===== src/rtl/decade_down_timer_pkg.sv =====
// Shared types and constants for the BCD down-timer: FSM state encoding,
// BCD digit width/limit, and the load-value clamp applied per digit.
package decade_pkg;

  localparam int          BCD_W   = 4;
  localparam logic [3:0]  BCD_MAX = 4'd9;

  typedef enum logic [1:0] {
    IDLE   = 2'd0,
    RUN    = 2'd1,
    PAUSED = 2'd2,
    DONE   = 2'd3
  } state_e;

  // Non-decimal nibbles (A..F) are forced to 9 so the counter never holds an illegal digit.
  function automatic logic [BCD_W-1:0] bcd_clamp(input logic [BCD_W-1:0] v);
    return (v > BCD_MAX) ? BCD_MAX : v;
  endfunction

endpackage


===== src/rtl/decade_down_timer_if.sv =====
// Control/status bundle of the down-timer; master drives the controls,
// slave (the timer) returns count and status.
interface decade_down_timer_if
  import decade_pkg::*;
#(
  parameter int DIGITS = 2
);

  logic                      load;
  logic [BCD_W*DIGITS-1:0]   load_val;
  logic                      start;
  logic                      pause;
  logic [BCD_W*DIGITS-1:0]   count;
  logic                      busy;
  logic                      zero;
  logic                      done;

  modport master (
    output load, load_val, start, pause,
    input  count, busy, zero, done
  );

  modport slave (
    input  load, load_val, start, pause,
    output count, busy, zero, done
  );

endinterface


===== src/rtl/decade_down_timer_digit.sv =====
// One BCD digit of the down-timer: clamped load, decrement with 0 -> 9 wrap.
module bcd_digit_down
  import decade_pkg::*;
(
  input  logic             clk,
  input  logic             rst_n,
  input  logic             ld,
  input  logic [BCD_W-1:0] ld_val,
  input  logic             dec_en,
  output logic [BCD_W-1:0] digit,
  output logic             is_zero
);

  logic [BCD_W-1:0] digit_q;
  logic [BCD_W-1:0] digit_d;

  always_comb begin
    digit_d = digit_q;
    if (ld) begin
      digit_d = bcd_clamp(ld_val);
    end else if (dec_en) begin
      digit_d = (digit_q == '0) ? BCD_MAX : (digit_q - 4'd1);
    end
  end

  always_ff @(posedge clk or negedge rst_n) begin
    if (!rst_n) begin
      digit_q <= '0;
    end else begin
      digit_q <= digit_d;
    end
  end

  assign digit   = digit_q;
  assign is_zero = (digit_q == '0);

endmodule


===== src/rtl/decade_down_timer.sv =====
// Multi-digit BCD countdown timer with load/start/pause control and a
// one-cycle done pulse; FSM here, per-digit arithmetic in bcd_digit_down.
module decade_down_timer
  import decade_pkg::*;
#(
  parameter int DIGITS = 2
)(
  input  logic               clk,
  input  logic               rst_n,
  decade_down_timer_if.slave bus
);

  state_e                    state_q;
  state_e                    state_d;
  logic                      busy_q;
  logic                      done_q;
  logic [BCD_W*DIGITS-1:0]   count;
  logic [DIGITS-1:0]         dig_zero;
  logic [DIGITS-1:0]         dec_en;
  logic                      all_zero;
  logic                      run_dec;
  logic                      lower_zero;

  assign all_zero = &dig_zero;

  // RUN leaves for DONE on the cycle after zero is reached, so zero itself never decrements.
  assign run_dec = (state_q == RUN) && !bus.load && !bus.pause && !all_zero;

  always_comb begin
    lower_zero = 1'b1;
    dec_en     = '0;
    for (int i = 0; i < DIGITS; i++) begin
      dec_en[i]  = run_dec & lower_zero;
      lower_zero = lower_zero & dig_zero[i];
    end
  end

  always_comb begin
    state_d = state_q;
    if (bus.load) begin
      state_d = IDLE;
    end else begin
      unique case (state_q)
        IDLE: begin
          if (bus.start) begin
            state_d = all_zero ? DONE : RUN;
          end
        end
        RUN: begin
          if (bus.pause) begin
            state_d = PAUSED;
          end else if (all_zero) begin
            state_d = DONE;
          end
        end
        PAUSED: begin
          if (bus.start) begin
            state_d = RUN;
          end
        end
        DONE: begin
          state_d = IDLE;
        end
        default: begin
          state_d = IDLE;
        end
      endcase
    end
  end

  always_ff @(posedge clk or negedge rst_n) begin
    if (!rst_n) begin
      state_q <= IDLE;
      busy_q  <= 1'b0;
      done_q  <= 1'b0;
    end else begin
      state_q <= state_d;
      busy_q  <= (state_d == RUN) || (state_d == PAUSED);
      done_q  <= (state_d == DONE);
    end
  end

  for (genvar g = 0; g < DIGITS; g++) begin : g_digit
    bcd_digit_down u_digit (
      .clk     (clk),
      .rst_n   (rst_n),
      .ld      (bus.load),
      .ld_val  (bus.load_val[g*BCD_W +: BCD_W]),
      .dec_en  (dec_en[g]),
      .digit   (count[g*BCD_W +: BCD_W]),
      .is_zero (dig_zero[g])
    );
  end

  assign bus.count = count;
  assign bus.busy  = busy_q;
  assign bus.zero  = all_zero;
  assign bus.done  = done_q;

endmodule


===== src/flat_wrapper.sv =====
// flat-port wrapper written by rule: the top's interface ports become plain ports
module decade_down_timer_flat import decade_pkg::*;
#(
  parameter int DIGITS = 2
)
  (clk, rst_n, bus_load, bus_load_val, bus_start, bus_pause, bus_count, bus_busy, bus_zero, bus_done);
  decade_down_timer_if #(.DIGITS(DIGITS)) bus_i ();
  input  logic clk;
  input  logic rst_n;
  input wire logic [$bits(bus_i.load)-1:0] bus_load;
  input wire logic [$bits(bus_i.load_val)-1:0] bus_load_val;
  input wire logic [$bits(bus_i.start)-1:0] bus_start;
  input wire logic [$bits(bus_i.pause)-1:0] bus_pause;
  output wire logic [$bits(bus_i.count)-1:0] bus_count;
  output wire logic [$bits(bus_i.busy)-1:0] bus_busy;
  output wire logic [$bits(bus_i.zero)-1:0] bus_zero;
  output wire logic [$bits(bus_i.done)-1:0] bus_done;
  assign bus_i.load = bus_load;
  assign bus_i.load_val = bus_load_val;
  assign bus_i.start = bus_start;
  assign bus_i.pause = bus_pause;
  assign bus_count = bus_i.count;
  assign bus_busy = bus_i.busy;
  assign bus_zero = bus_i.zero;
  assign bus_done = bus_i.done;
  decade_down_timer #(.DIGITS(DIGITS)) u_core (.clk(clk), .rst_n(rst_n), .bus(bus_i));
endmodule

===== config.mk =====
export PLATFORM = sky130hd
export DESIGN_NAME = decade_down_timer_flat
export DESIGN_NICKNAME = d
export VERILOG_FILES = /design/src/rtl/decade_down_timer_pkg.sv /design/src/rtl/decade_down_timer_if.sv /design/src/rtl/decade_down_timer_digit.sv /design/src/rtl/decade_down_timer.sv /design/src/flat_wrapper.sv
export SDC_FILE = /design/constraint.sdc
export NUM_CORES = 1
export LEC_CHECK = 0
export BUFFER_PORTS_ARGS = -buffer_cell sky130_fd_sc_hd__buf_2
export CAP_MARGIN = 30
export CELL_PAD_IN_SITES_DETAIL_PLACEMENT = 1
export CELL_PAD_IN_SITES_GLOBAL_PLACEMENT = 1
export CORE_UTILIZATION = 35
export DETAILED_ROUTE_END_ITERATION = 16
export GPL_ROUTABILITY_DRIVEN = 0
export HOLD_SLACK_MARGIN = 0.1
export PLACE_DENSITY_LB_ADDON = 0.15
export SLEW_MARGIN = 10
export SYNTH_ARGS = -nofsm -noshare
export SYNTH_HDL_FRONTEND = slang
export SYNTH_SLANG_ARGS = --single-unit

===== constraint.sdc =====
create_clock -name clk -period 2 [get_ports clk]
set_input_delay 0.2 -clock clk [delete_from_list [all_inputs] [get_ports clk]]
set_output_delay 0.2 -clock clk [all_outputs]
set_load 0.02 [all_outputs]

==> insert_results.sql, run 1 <==
INSERT INTO impl_metrics (metric_group, metric, value, unit) VALUES
('status', 'status', 'finished clean', ''),
('die', 'floorplan.die.height', '46.6', 'µm'),
('route', 'drt_drc_violations_left', '0', ''),
('synthesis', 'ys.warnings.count', '0', ''),
('route', 'postRouteWirelength', '1810', 'µm'),
('layout', 'instances_no_fill', '126', ''),
('sta', 'period_utilization_post_route', '0.915', ''),
('layout', 'nNetsFinal', '116', ''),
('die', 'initial_utilization', '0.387', ''),
('sta', 'timing.max_slew.rel_slack', '0.775', ''),
('min_path', 'holdPathStages', '3', ''),
('die', 'coreArea', '1800', 'µm²'),
('setup_path', 'timing.rr.start', 'u_core.state_q[1]', ''),
('global_routing', 'groute.usage.overall', '0.195', ''),
('global_routing', 'antenna_found_initial', '0', ''),
('pwr', 'cell_internal_pwr', '0.000431', 'W'),
('setup_path', 'setup_slack_of_the_worst_register_to_register_path', '0.17', 'ns'),
('global_routing', 'gr-total-overflow', '0', ''),
('synthesis', 'synth.largest_area_cell', 'sky130_fd_sc_hd__dfrtp_1', ''),
('sta', 'finalSetupTns', '0', 'ns'),
('layout', 'register_area', '300', 'µm²'),
('setup_path', 'criticalPathCategory', 'reg2reg', ''),
('placement', 'portBuffers', '23', ''),
('clock_network', 'cts_hold_repair.buffers', '1', ''),
('clock_network', 'h_tree_lvls', '1', ''),
('pwr', 'share_comb_of_total_power', '0.218', ''),
('setup_path', 'worst_setup_path_start_kind', 'register', ''),
('sta', 'clock-skew-final', '0.00345', 'ns'),
('synthesis', 'ys_top_cells_by_count', '12 x sky130_fd_sc_hd__dfrtp_1, 7 x sky130_fd_sc_hd__nor2_1, 5 x sky130_fd_sc_hd__inv_1', ''),
('global_routing', 'first_global_vias', '687', ''),
('synthesis', 'yosys_most_used_dff', 'sky130_fd_sc_hd__dfrtp_1', ''),
('setup_path', 'rr_endpoint', 'u_core.g_digit[1].u_digit.digit[0]', ''),
('layout', 'nFillCells', '240', ''),
('sta', 'finalMaxSlewViolations', '0', ''),
('sta', 'final_hold_viol_count', '0', ''),
('synthesis', 'number_of_synthesized_flops_with_an_enable_pin', '0', ''),
('synthesis', 'netlist-cell-type-count', '34', ''),
('pwr', 'areal_power_density_over_the_cells', '706', 'nW/µm²'),
('layout', 'multi_input_area', '347', 'µm²'),
('clock_network', 'clk_transition_reported_paths', '0.09', 'ns'),
('die', 'design.die.area', '2170', 'µm²'),
('clock_network', 'number_of_buffers_created_by_cts', '3', ''),
('pwr', 'netSwitchingFraction', '0.313', ''),
('synthesis', 'synth_top_cells_by_area', 'sky130_fd_sc_hd__dfrtp_1 43%, sky130_fd_sc_hd__nor2_1 3.8%, sky130_fd_sc_hd__a31oi_1 3.6%, sky130_fd_sc_hd__buf_6 3.2%, sky130_fd_sc_hd__nand3b_1 3.2%', ''),
('sta', 'fmaxAchievable', '547', 'MHz'),
('synthesis', 'synthMostInstantiatedCell', 'sky130_fd_sc_hd__dfrtp_1', ''),
('clock_network', 'clock-root-buffer', 'sky130_fd_sc_hd__clkbuf_4', ''),
('clock_network', 'tritoncts', 'yes', ''),
('synthesis', 'synth_sequential_area_ratio', '0.431', ''),
('synthesis', 'syn-cell-area', '697', 'µm²'),
('sta', 'finalCriticalPeriod', '1.83', 'ns'),
('die', 'row_count', '15', ''),
('die', 'ioPinCount', '24', ''),
('pwr', 'peak_ir_drop_on_the_vdd_network', '0.364', 'mV'),
('synthesis', 'post_synthesis_net_count', '87', ''),
('sta', 'grt_setup_unrepaired', 'false', ''),
('run', 'max_cap_violations', '0', ''),
('setup_path', 'ff2ff_path_depth', '3', ''),
('clock_network', 'clock_path_buffers', '2', ''),
('global_routing', 'grt_pass1_wl', '2970', 'µm'),
('synthesis', 'synth_top_cell_area_share', '0.431', ''),
('die', 'die-width', '46.6', 'µm'),
('min_path', 'min-delay-path-class', 'in2reg', ''),
('route', 'avgViaCountPerCell', '5.48', ''),
('sta', 'timing.final.setup_violations', '0', ''),
('clock_network', 'postCtsSetupRepairBufs', '0', ''),
('synthesis', 'syn_avg_cell_area', '9.55', 'µm²'),
('layout', 'area_growth', '27.5', '%'),
('clock_network', 'insertion_delay', '0.27', 'ns'),
('layout', 'antenna-diode-count', '0', ''),
('placement', 'dp_hpwl', '1350', 'µm');
[cell usage in the layout, fill, tap and decap left out, types with 3 or more instances in the layout]
cell / n
sky130_fd_sc_hd__a31oi_1: 4
sky130_fd_sc_hd__inv_1: 5
sky130_fd_sc_hd__nand3_1: 4
sky130_fd_sc_hd__buf_2: 23
sky130_fd_sc_hd__clkbuf_4: 3
sky130_fd_sc_hd__o21ai_0: 3
sky130_fd_sc_hd__dfrtp_1: 12
sky130_fd_sc_hd__buf_4: 4
sky130_fd_sc_hd__nand3b_1: 3
sky130_fd_sc_hd__or4_1: 3
sky130_fd_sc_hd__nor2_1: 7
[cell families (layout without fill, tap and decap cells)]
group	Yosys count	count (layout)	share of synthesized area
DFF	12	12	0.431
buffers and inverters	9	37	0.0718
adders and majority gates	1	1	0.0180
AOI/OAI and AO/OA	20	20	0.212
muxes	1	1	0.0144
and+or+nand+nor	30	30	0.253
[area by class of cell]
class,count,area share
clock buffer,4,0.0408
inverter,5,0.0211
multi-input combinational,52,0.390
sequential,12,0.338
tap,25,0.0352
timing repair buffer,28,0.175
[metal layers]
| metal | routed length, µm | track usage | vias up |
|---|---|---|---|
| li1 | - | - | 338 |
| met1 | 852 | 0.254 | 335 |
| met2 | 877 | 0.319 | 15 |
| met3 | 66 | 0.0353 | 2 |
| met4 | 12 | 0.0686 | 0 |
| met5 | 0 | 0 | - |
[how the worst max path moves through the flow]
stage / endpoint / slack (ns) / depth (start not counted)
finish: u_core.g_digit[1].u_digit.digit[0] / 0.17 / 3
global placement: u_core.g_digit[1].u_digit.digit[0] / 0.24 / 3
CTS: u_core.g_digit[1].u_digit.digit[0] / 0.17 / 3
detailed placement: u_core.g_digit[1].u_digit.digit[0] / 0.21 / 3
global route: u_core.g_digit[1].u_digit.digit[0] / 0.1 / 3
floorplan: u_core.bus.busy / 0.13 / 5
[flip-flops by register name, summed over array words and instances (netlist names)]
name and cells:
u_core.bus.busy 1, u_core.bus.done 1, u_core.g_digit.u_digit.digit 8, u_core.state_q 2
[critical path, stage by stage (launching register included)]
cell and delay, ns:
sky130_fd_sc_hd__dfrtp_1 0.43, sky130_fd_sc_hd__or4b_4 0.62, sky130_fd_sc_hd__or4_1 0.53, sky130_fd_sc_hd__a31oi_1 0.17
[power groups by stage]
stage                     Combinational [W]  Sequential [W]  Clock [W]
final                              0.000137        0.000290   0.000200
after global routing               0.000152        0.000296   0.000216
after CTS                          0.000138        0.000291   0.000204
after detailed placement           0.000136        0.000295          0
after global placement             0.000134        0.000294          0
after floorplan                   0.0000635        0.000311          0
[through the flow]
stage	hold slack, ns	total power, W	utilization	cell area (µm²)	setup WS [ns]
detailed placement	0.101	0.000432	0.467	842	0.212
global route	0.174	0.000663	0.493	888	0.0997
finish	0.173	0.000628	0.493	888	0.171
floorplan	-0.0956	0.000374	-	697	0.127
CTS	0.171	0.000634	0.493	888	0.174
global placement	0.0989	0.000427	0.467	842	0.238
(Power assumes the default switching activity.)
==> run 2, diff against run 1 <==
CORE_UTILIZATION = 23   (was 35)
==> insert_results.sql, run 2 (synthesized netlist as in run 1, its figures left out) <==
INSERT INTO impl_metrics (metric_group, metric, value, unit) VALUES
('status', 'status', 'finished, violations left', ''),
('status', 'failing_checks', 'DRC', ''),
('clock_network', 'number_of_buffers_created_by_cts', '3', ''),
('global_routing', 'grt_pass1_wl', '3100', 'µm'),
('layout', 'leading_cell_type_in_the_layout_fill_and_taps_excluded', 'sky130_fd_sc_hd__buf_2', ''),
('clock_network', 'tritoncts', 'yes', ''),
('layout', 'number_of_flip_flops_under_the_largest_register_name', '8', ''),
('setup_path', 'critical_path.max_fanout', '11', ''),
('run', 'max_cap_violations', '0', ''),
('setup_path', 'ff2ff_path_depth', '3', ''),
('sta', 'fmaxAchievable', '545', 'MHz'),
('clock_network', 'clock_path_buffers', '2', ''),
('route', 'detailroute.via_count', '678', ''),
('min_path', 'hold_path.startpoint', 'bus_load_val[0]', ''),
('pwr', 'areal_power_density_over_the_cells', '654', 'nW/µm²'),
('route', 'avgViaCountPerCell', '5.14', ''),
('placement', 'placed_cell_area', '857', 'µm²'),
('route', 'detailedRoute.firstIterationViolations', '12', ''),
('sta', 'holdWs', '0.176', 'ns'),
('global_routing', 'antenna_found_initial', '0', ''),
('sta', 'timing.final.setup_violations', '0', ''),
('global_routing', 'first_global_vias', '653', ''),
('die', 'floorplan.die.height', '57.0', 'µm'),
('sta', 'post-route-worst-setup-slack', '0.166', 'ns'),
('placement', 'dp_hpwl', '1430', 'µm'),
('sta', 'period_utilization_post_route', '0.917', ''),
('die', 'design.die.area', '3250', 'µm²'),
('global_routing', 'grt_start_max_net_pins', '17', ''),
('clock_network', 'h_tree_lvls', '1', ''),
('setup_path', 'criticalPathCategory', 'reg2reg', ''),
('sta', 'grt_setup_unrepaired', 'false', ''),
('placement', 'cell_total_after_placement', '128', ''),
('route', 'drt_drc_violations_left', '4', ''),
('setup_path', 'timing.critical_path.arrival', '2.02', 'ns'),
('layout', 'area_growth', '27.6', '%'),
('layout', 'mostFrequentLayoutCells', '23 x sky130_fd_sc_hd__buf_2, 12 x sky130_fd_sc_hd__dfrtp_1, 7 x sky130_fd_sc_hd__nor2_1', ''),
('sta', 'finalSetupTns', '0', 'ns'),
('sta', 'finalMaxSlewViolations', '0', ''),
('route', 'detail_route.wl_per_cell', '14.8', 'µm'),
('sta', 'timing.max_slew.rel_slack', '0.805', ''),
('pwr', 'total_leakage_power', '0.414', 'nW'),
('clock_network', 'insertion_delay', '0.27', 'ns'),
('clock_network', 'clk_transition_reported_paths', '0.08', 'ns'),
('global_routing', 'groute.usage.overall', '0.125', ''),
('setup_path', 'rr_endpoint', 'u_core.g_digit[1].u_digit.digit[0]', ''),
('clock_network', 'postCtsSetupRepairBufs', '0', ''),
('layout', 'nNetsFinal', '117', ''),
('setup_path', 'worstSetupEndpointType', 'register', ''),
('clock_network', 'clock-root-buffer', 'sky130_fd_sc_hd__clkbuf_4', ''),
('sta', 'clock-skew-final', '0.00335', 'ns'),
('placement', 'pre_cts_ws', '0.193', 'ns'),
('setup_path', 'critPathRequiredTime', '2.19', 'ns'),
('pwr', 'peak_ir_drop_on_the_vdd_network', '0.287', 'mV'),
('placement', 'portBuffers', '23', ''),
('layout', 'drive_above_1_share', '0.337', ''),
('route', 'postRouteWirelength', '1950', 'µm'),
('layout', 'final_area', '890', 'µm²'),
('min_path', 'min-delay-path-class', 'in2reg', ''),
('layout', 'antenna-diode-count', '0', ''),
('sta', 'final_hold_viol_count', '0', ''),
('setup_path', 'timing.rr.start', 'u_core.state_q[1]', ''),
('route', 'initial_drt_pass_iterations', '9', ''),
('sta', 'finalCriticalPeriod', '1.83', 'ns'),
('setup_path', 'crit_start', 'u_core.state_q[1]', ''),
('die', 'die-width', '57.0', 'µm'),
('min_path', 'holdPathStages', '3', ''),
('clock_network', 'clock_sinks', '12', ''),
('sta', 'tightest_pin_transition', '0.289', 'ns'),
('die', 'ioPinCount', '24', ''),
('setup_path', 'worst_setup_path_start_kind', 'register', ''),
('layout', 'instances_no_fill', '132', ''),
('route', 'ant_nets_after_route', '0', ''),
('die', 'initial_utilization', '0.248', ''),
('die', 'coreArea', '2810', 'µm²'),
('global_routing', 'gr-total-overflow', '0', ''),
('setup_path', 'setup_slack_of_the_worst_register_to_register_path', '0.17', 'ns'),
('die', 'row_count', '19', ''),
('min_path', 'hold_crit_endpoint', 'u_core.g_digit[0].u_digit.digit[0]', '');
-- run 2: cell types whose count changed in the layout (fill, tap and decap cells not counted) --
cell	before	now
sky130_fd_sc_hd__clkbuf_8	1	0
sky130_fd_sc_hd__buf_4	4	5
-- run 2: final cells by class --
| type | count | area, µm² |
|---|---|---|
| fill | 355 | 1920 |
| multi-input combinational | 52 | 347 |
| sequential | 12 | 300 |
| timing repair buffer | 29 | 163 |
| tap | 31 | 38.8 |
| clock buffer | 3 | 22.5 |
| inverter | 5 | 18.8 |
-- run 2: critical path, stage by stage, from the launching register on --
cell and delay (ns):
sky130_fd_sc_hd__dfrtp_1 0.43, sky130_fd_sc_hd__or4b_4 0.63, sky130_fd_sc_hd__or4_1 0.52, sky130_fd_sc_hd__a31oi_1 0.18
-- run 2: routing by layer --
layer	up-vias	track usage	wire length (µm)
li1	338	-	-
met1	323	0.167	955
met2	15	0.200	894
met3	2	0.0408	84
met4	0	0.0209	12
met5	-	0	0
-- run 2: worst max-delay path by stage --
stage                                                     to  slack [ns]  cells after the start
final                     u_core.g_digit[1].u_digit.digit[0]        0.17                      3
after global routing      u_core.g_digit[1].u_digit.digit[0]        0.12                      3
after CTS                 u_core.g_digit[1].u_digit.digit[0]        0.17                      3
after detailed placement  u_core.g_digit[1].u_digit.digit[0]        0.19                      3
after global placement    u_core.g_digit[1].u_digit.digit[0]        0.23                      3
after floorplan                              u_core.bus.busy        0.13                      5
-- run 2: metrics by stage --
step                      total power (W)  utilization
final                            0.000581        0.317
after global routing             0.000619        0.317
after CTS                        0.000594        0.317
after detailed placement         0.000437        0.306
after global placement           0.000434        0.306
after floorplan                  0.000374            -
-- run 2: what timing repair did --
| item | CTS | global route |
|---|---|---|
| hold buffers | 1 | 0 |
| hold endpoints to repair | 12 | 0 |
| gates resized for setup | 0 | 0 |
-- run 2: power by group --
part | internal [W] | leakage, nW | total (W) | switching (W)
clock network | 0.0000696 | 0.0138 | 0.000149 | 0.0000798
registers | 0.000263 | 0.149 | 0.000289 | 0.0000252
logic | 0.0000596 | 0.252 | 0.000143 | 0.0000839
==> run 3, diff against run 2 <==
SYNTH_HIERARCHICAL = 1   (was not set)
==> insert_results.sql, run 3 <==
INSERT INTO impl_metrics (metric_group, metric, value, unit) VALUES
('placement', 'dp_hpwl', '1240', 'µm'),
('setup_path', 'timing.critical_path.arrival', '1.98', 'ns'),
('layout', 'drive_above_1_share', '0.398', ''),
('synthesis', 'ys_top_cells_by_count', '12 x sky130_fd_sc_hd__dfrtp_1, 7 x sky130_fd_sc_hd__o21ai_0, 4 x sky130_fd_sc_hd__nand2b_1, 4 x sky130_fd_sc_hd__o21ai_1, 4 x sky130_fd_sc_hd__xnor2_1', ''),
('route', 'ant_nets_after_route', '0', ''),
('layout', 'area_growth', '33.8', '%'),
('synthesis', 'synth_top_cells_by_area', 'sky130_fd_sc_hd__dfrtp_1 46%, sky130_fd_sc_hd__o21ai_0 5.3%, sky130_fd_sc_hd__xnor2_1 5.3%, sky130_fd_sc_hd__mux2i_1 4.6%, sky130_fd_sc_hd__nor4b_2 4.6%', ''),
('pwr', 'peak_ir_drop_on_the_vdd_network', '0.247', 'mV'),
('die', 'floorplan.die.height', '55.5', 'µm'),
('route', 'avgViaCountPerCell', '4.81', ''),
('synthesis', 'synth_top_cell_area_share', '0.455', ''),
('global_routing', 'first_global_vias', '606', ''),
('pwr', 'total_leakage_power', '0.379', 'nW'),
('sta', 'fmaxAchievable', '544', 'MHz'),
('layout', 'final_core_utilization', '0.323', ''),
('clock_network', 'insertion_delay', '0.27', 'ns'),
('synthesis', 'synth_sequential_area_ratio', '0.455', ''),
('synthesis', 'synth_seq_cells', '12', ''),
('synthesis', 'syn-cell-area', '659', 'µm²'),
('placement', 'portBuffers', '23', ''),
('clock_network', 'clk_transition_reported_paths', '0.08', 'ns'),
('clock_network', 'clock-root-buffer', 'sky130_fd_sc_hd__clkbuf_4', ''),
('layout', 'number_of_flip_flops_under_the_largest_register_name', '8', ''),
('min_path', 'hold_path.startpoint', 'bus_load_val[0]', ''),
('min_path', 'hold_crit_endpoint', 'u_core/g_digit[0].u_digit/digit[0]', ''),
('clock_network', 'number_of_buffers_created_by_cts', '3', ''),
('setup_path', 'rr_endpoint', 'u_core/g_digit[1].u_digit/digit[2]', ''),
('die', 'die-width', '55.5', 'µm'),
('setup_path', 'critPathRequiredTime', '2.14', 'ns'),
('die', 'design.die.area', '3090', 'µm²'),
('route', 'detailedRoute.firstIterationViolations', '13', ''),
('sta', 'tightest_pin_transition', '0.319', 'ns'),
('sta', 'final_hold_viol_count', '0', ''),
('status', 'status', 'finished clean', ''),
('setup_path', 'criticalPathCategory', 'reg2reg', ''),
('layout', 'antenna-diode-count', '0', ''),
('global_routing', 'grt_pass1_wl', '2780', 'µm'),
('synthesis', 'ys.warnings.count', '6', ''),
('run', 'max_cap_violations', '0', ''),
('layout', 'mostFrequentLayoutCells', '23 x sky130_fd_sc_hd__buf_2, 12 x sky130_fd_sc_hd__dfrtp_1, 7 x sky130_fd_sc_hd__o21ai_0', ''),
('placement', 'pre_cts_ws', '0.133', 'ns'),
('sta', 'timing.final.setup_violations', '0', ''),
('synthesis', 'netlist-cell-type-count', '21', ''),
('clock_network', 'clock_sinks', '12', ''),
('layout', 'leading_cell_type_in_the_layout_fill_and_taps_excluded', 'sky130_fd_sc_hd__buf_2', ''),
('clock_network', 'clock_path_buffers', '2', ''),
('clock_network', 'tritoncts', 'yes', ''),
('route', 'detail_route.wl_per_cell', '13.0', 'µm'),
('route', 'postRouteWirelength', '1610', 'µm'),
('min_path', 'holdPathStages', '3', ''),
('setup_path', 'worst_setup_path_start_kind', 'register', ''),
('route', 'drt_drc_violations_left', '0', ''),
('setup_path', 'worstSetupEndpointType', 'register', ''),
('synthesis', 'yosys_most_used_dff', 'sky130_fd_sc_hd__dfrtp_1', ''),
('setup_path', 'crit_start', 'u_core/g_digit[0].u_digit/digit[2]', ''),
('sta', 'timing.max_slew.rel_slack', '0.786', ''),
('die', 'ioPinCount', '24', ''),
('route', 'detailroute.via_count', '597', ''),
('route', 'initial_drt_pass_iterations', '4', ''),
('sta', 'finalSetupTns', '0', 'ns'),
('synthesis', 'cells_after_synth', '62', ''),
('setup_path', 'timing.rr.start', 'u_core/g_digit[0].u_digit/digit[2]', ''),
('global_routing', 'groute.usage.overall', '0.119', ''),
('die', 'row_count', '19', ''),
('sta', 'finalMaxSlewViolations', '0', ''),
('die', 'coreArea', '2730', 'µm²'),
('pwr', 'areal_power_density_over_the_cells', '640', 'nW/µm²'),
('global_routing', 'antenna_found_initial', '0', ''),
('synthesis', 'post_synthesis_net_count', '76', ''),
('sta', 'finalCriticalPeriod', '1.84', 'ns'),
('setup_path', 'ff2ff_path_depth', '5', ''),
('sta', 'clock-skew-final', '0.0105', 'ns'),
('synthesis', 'synthMostInstantiatedCell', 'sky130_fd_sc_hd__dfrtp_1', ''),
('sta', 'period_utilization_post_route', '0.920', ''),
('synthesis', 'synth.largest_area_cell', 'sky130_fd_sc_hd__dfrtp_1', ''),
('setup_path', 'setup_slack_of_the_worst_register_to_register_path', '0.16', 'ns'),
('synthesis', 'synth-async-reset-ratio', '1.00', ''),
('global_routing', 'gr-total-overflow', '0', ''),
('synthesis', 'number_of_synthesized_flops_with_an_enable_pin', '0', ''),
('min_path', 'min-delay-path-class', 'in2reg', ''),
('clock_network', 'postCtsSetupRepairBufs', '0', ''),
('synthesis', 'syn_avg_cell_area', '10.6', 'µm²'),
('clock_network', 'h_tree_lvls', '1', ''),
('sta', 'post-route-worst-setup-slack', '0.161', 'ns'),
('global_routing', 'grt_start_max_net_pins', '19', ''),
('setup_path', 'critical_path.max_fanout', '6', ''),
('die', 'initial_utilization', '0.241', ''),
('layout', 'nNetsFinal', '109', '');
==> run 3: final cells by class <==
type                            instances  area (µm²)
Clock buffer                            3        22.5
Multi-Input combinational cell         50         365
Timing Repair Buffer                   28         155
Fill cell                             319        1850
Sequential cell                        12         300
Tap cell                               31        38.8
==> run 3: logic make-up after synthesis <==
| family | Yosys count | share of synthesized area |
|---|---|---|
| XOR/XNOR | 4 | 0.0531 |
| multiplexers | 3 | 0.0455 |
| AND/OR/NAND/NOR | 22 | 0.247 |
| flip-flops | 12 | 0.455 |
| AO/OA/AOI/OAI | 20 | 0.180 |
| adder cells (fa/ha/maj) | 1 | 0.0190 |
==> run 3: how the worst max path moves through the flow <==
stage                                                    end  slack, ns  cells after the start
after floorplan           u_core/g_digit[1].u_digit/digit[2]       0.19                      5
after global placement                       u_core/bus.busy       0.13                      5
after detailed placement                     u_core/bus.busy       0.13                      5
after CTS                                    u_core/bus.busy       0.10                      5
after global routing      u_core/g_digit[1].u_digit/digit[2]      -0.02                      5
final                     u_core/g_digit[1].u_digit/digit[2]       0.16                      5
==> run 3: report_power, final <==
part	switching [W]	leakage (nW)	total (W)	internal [W]
clock	0.0000722	0.0138	0.000142	0.0000694
combinational	0.0000749	0.215	0.000134	0.0000591
sequential	0.0000251	0.150	0.000289	0.000264
==> run 3: metal layers <==
metal  wire (µm)  track usage  up-vias  share of wire
met5           0            0        -              0
met4          13       0.0536        0         0.0081
met3          84       0.0351        2          0.052
met2         709        0.179       18           0.44
met1         802        0.156      281           0.50
li1            -            -      296              -
==> run 3: critical path, stage by stage, from the launching register on <==
cell,delay [ns]
sky130_fd_sc_hd__dfrtp_1,0.43
sky130_fd_sc_hd__nor4_1,0.36
sky130_fd_sc_hd__nor3b_1,0.34
sky130_fd_sc_hd__nor3b_2,0.30
sky130_fd_sc_hd__mux2i_1,0.21
sky130_fd_sc_hd__o21ai_1,0.07
==> run 3: what timing repair did <==
action | CTS | global route
hold buffers | 1 | 0
gates resized for setup | 0 | 1
hold endpoints to repair | 12 | 0
endpoints found under the setup margin | 0 | 1
==> run 3: through the flow <==
| stage | cell area [µm²] | hold slack (ns) | power (W) | std cells |
|---|---|---|---|---|
| global placement | 843 | 0.108 | 0.000425 | 120 |
| floorplan | 659 | -0.0956 | 0.000361 | 62 |
| CTS | 876 | 0.159 | 0.000577 | 124 |
| global route | 882 | 0.182 | 0.000608 | 124 |
| finish | 882 | 0.166 | 0.000565 | 124 |
| detailed placement | 843 | 0.102 | 0.000427 | 120 |
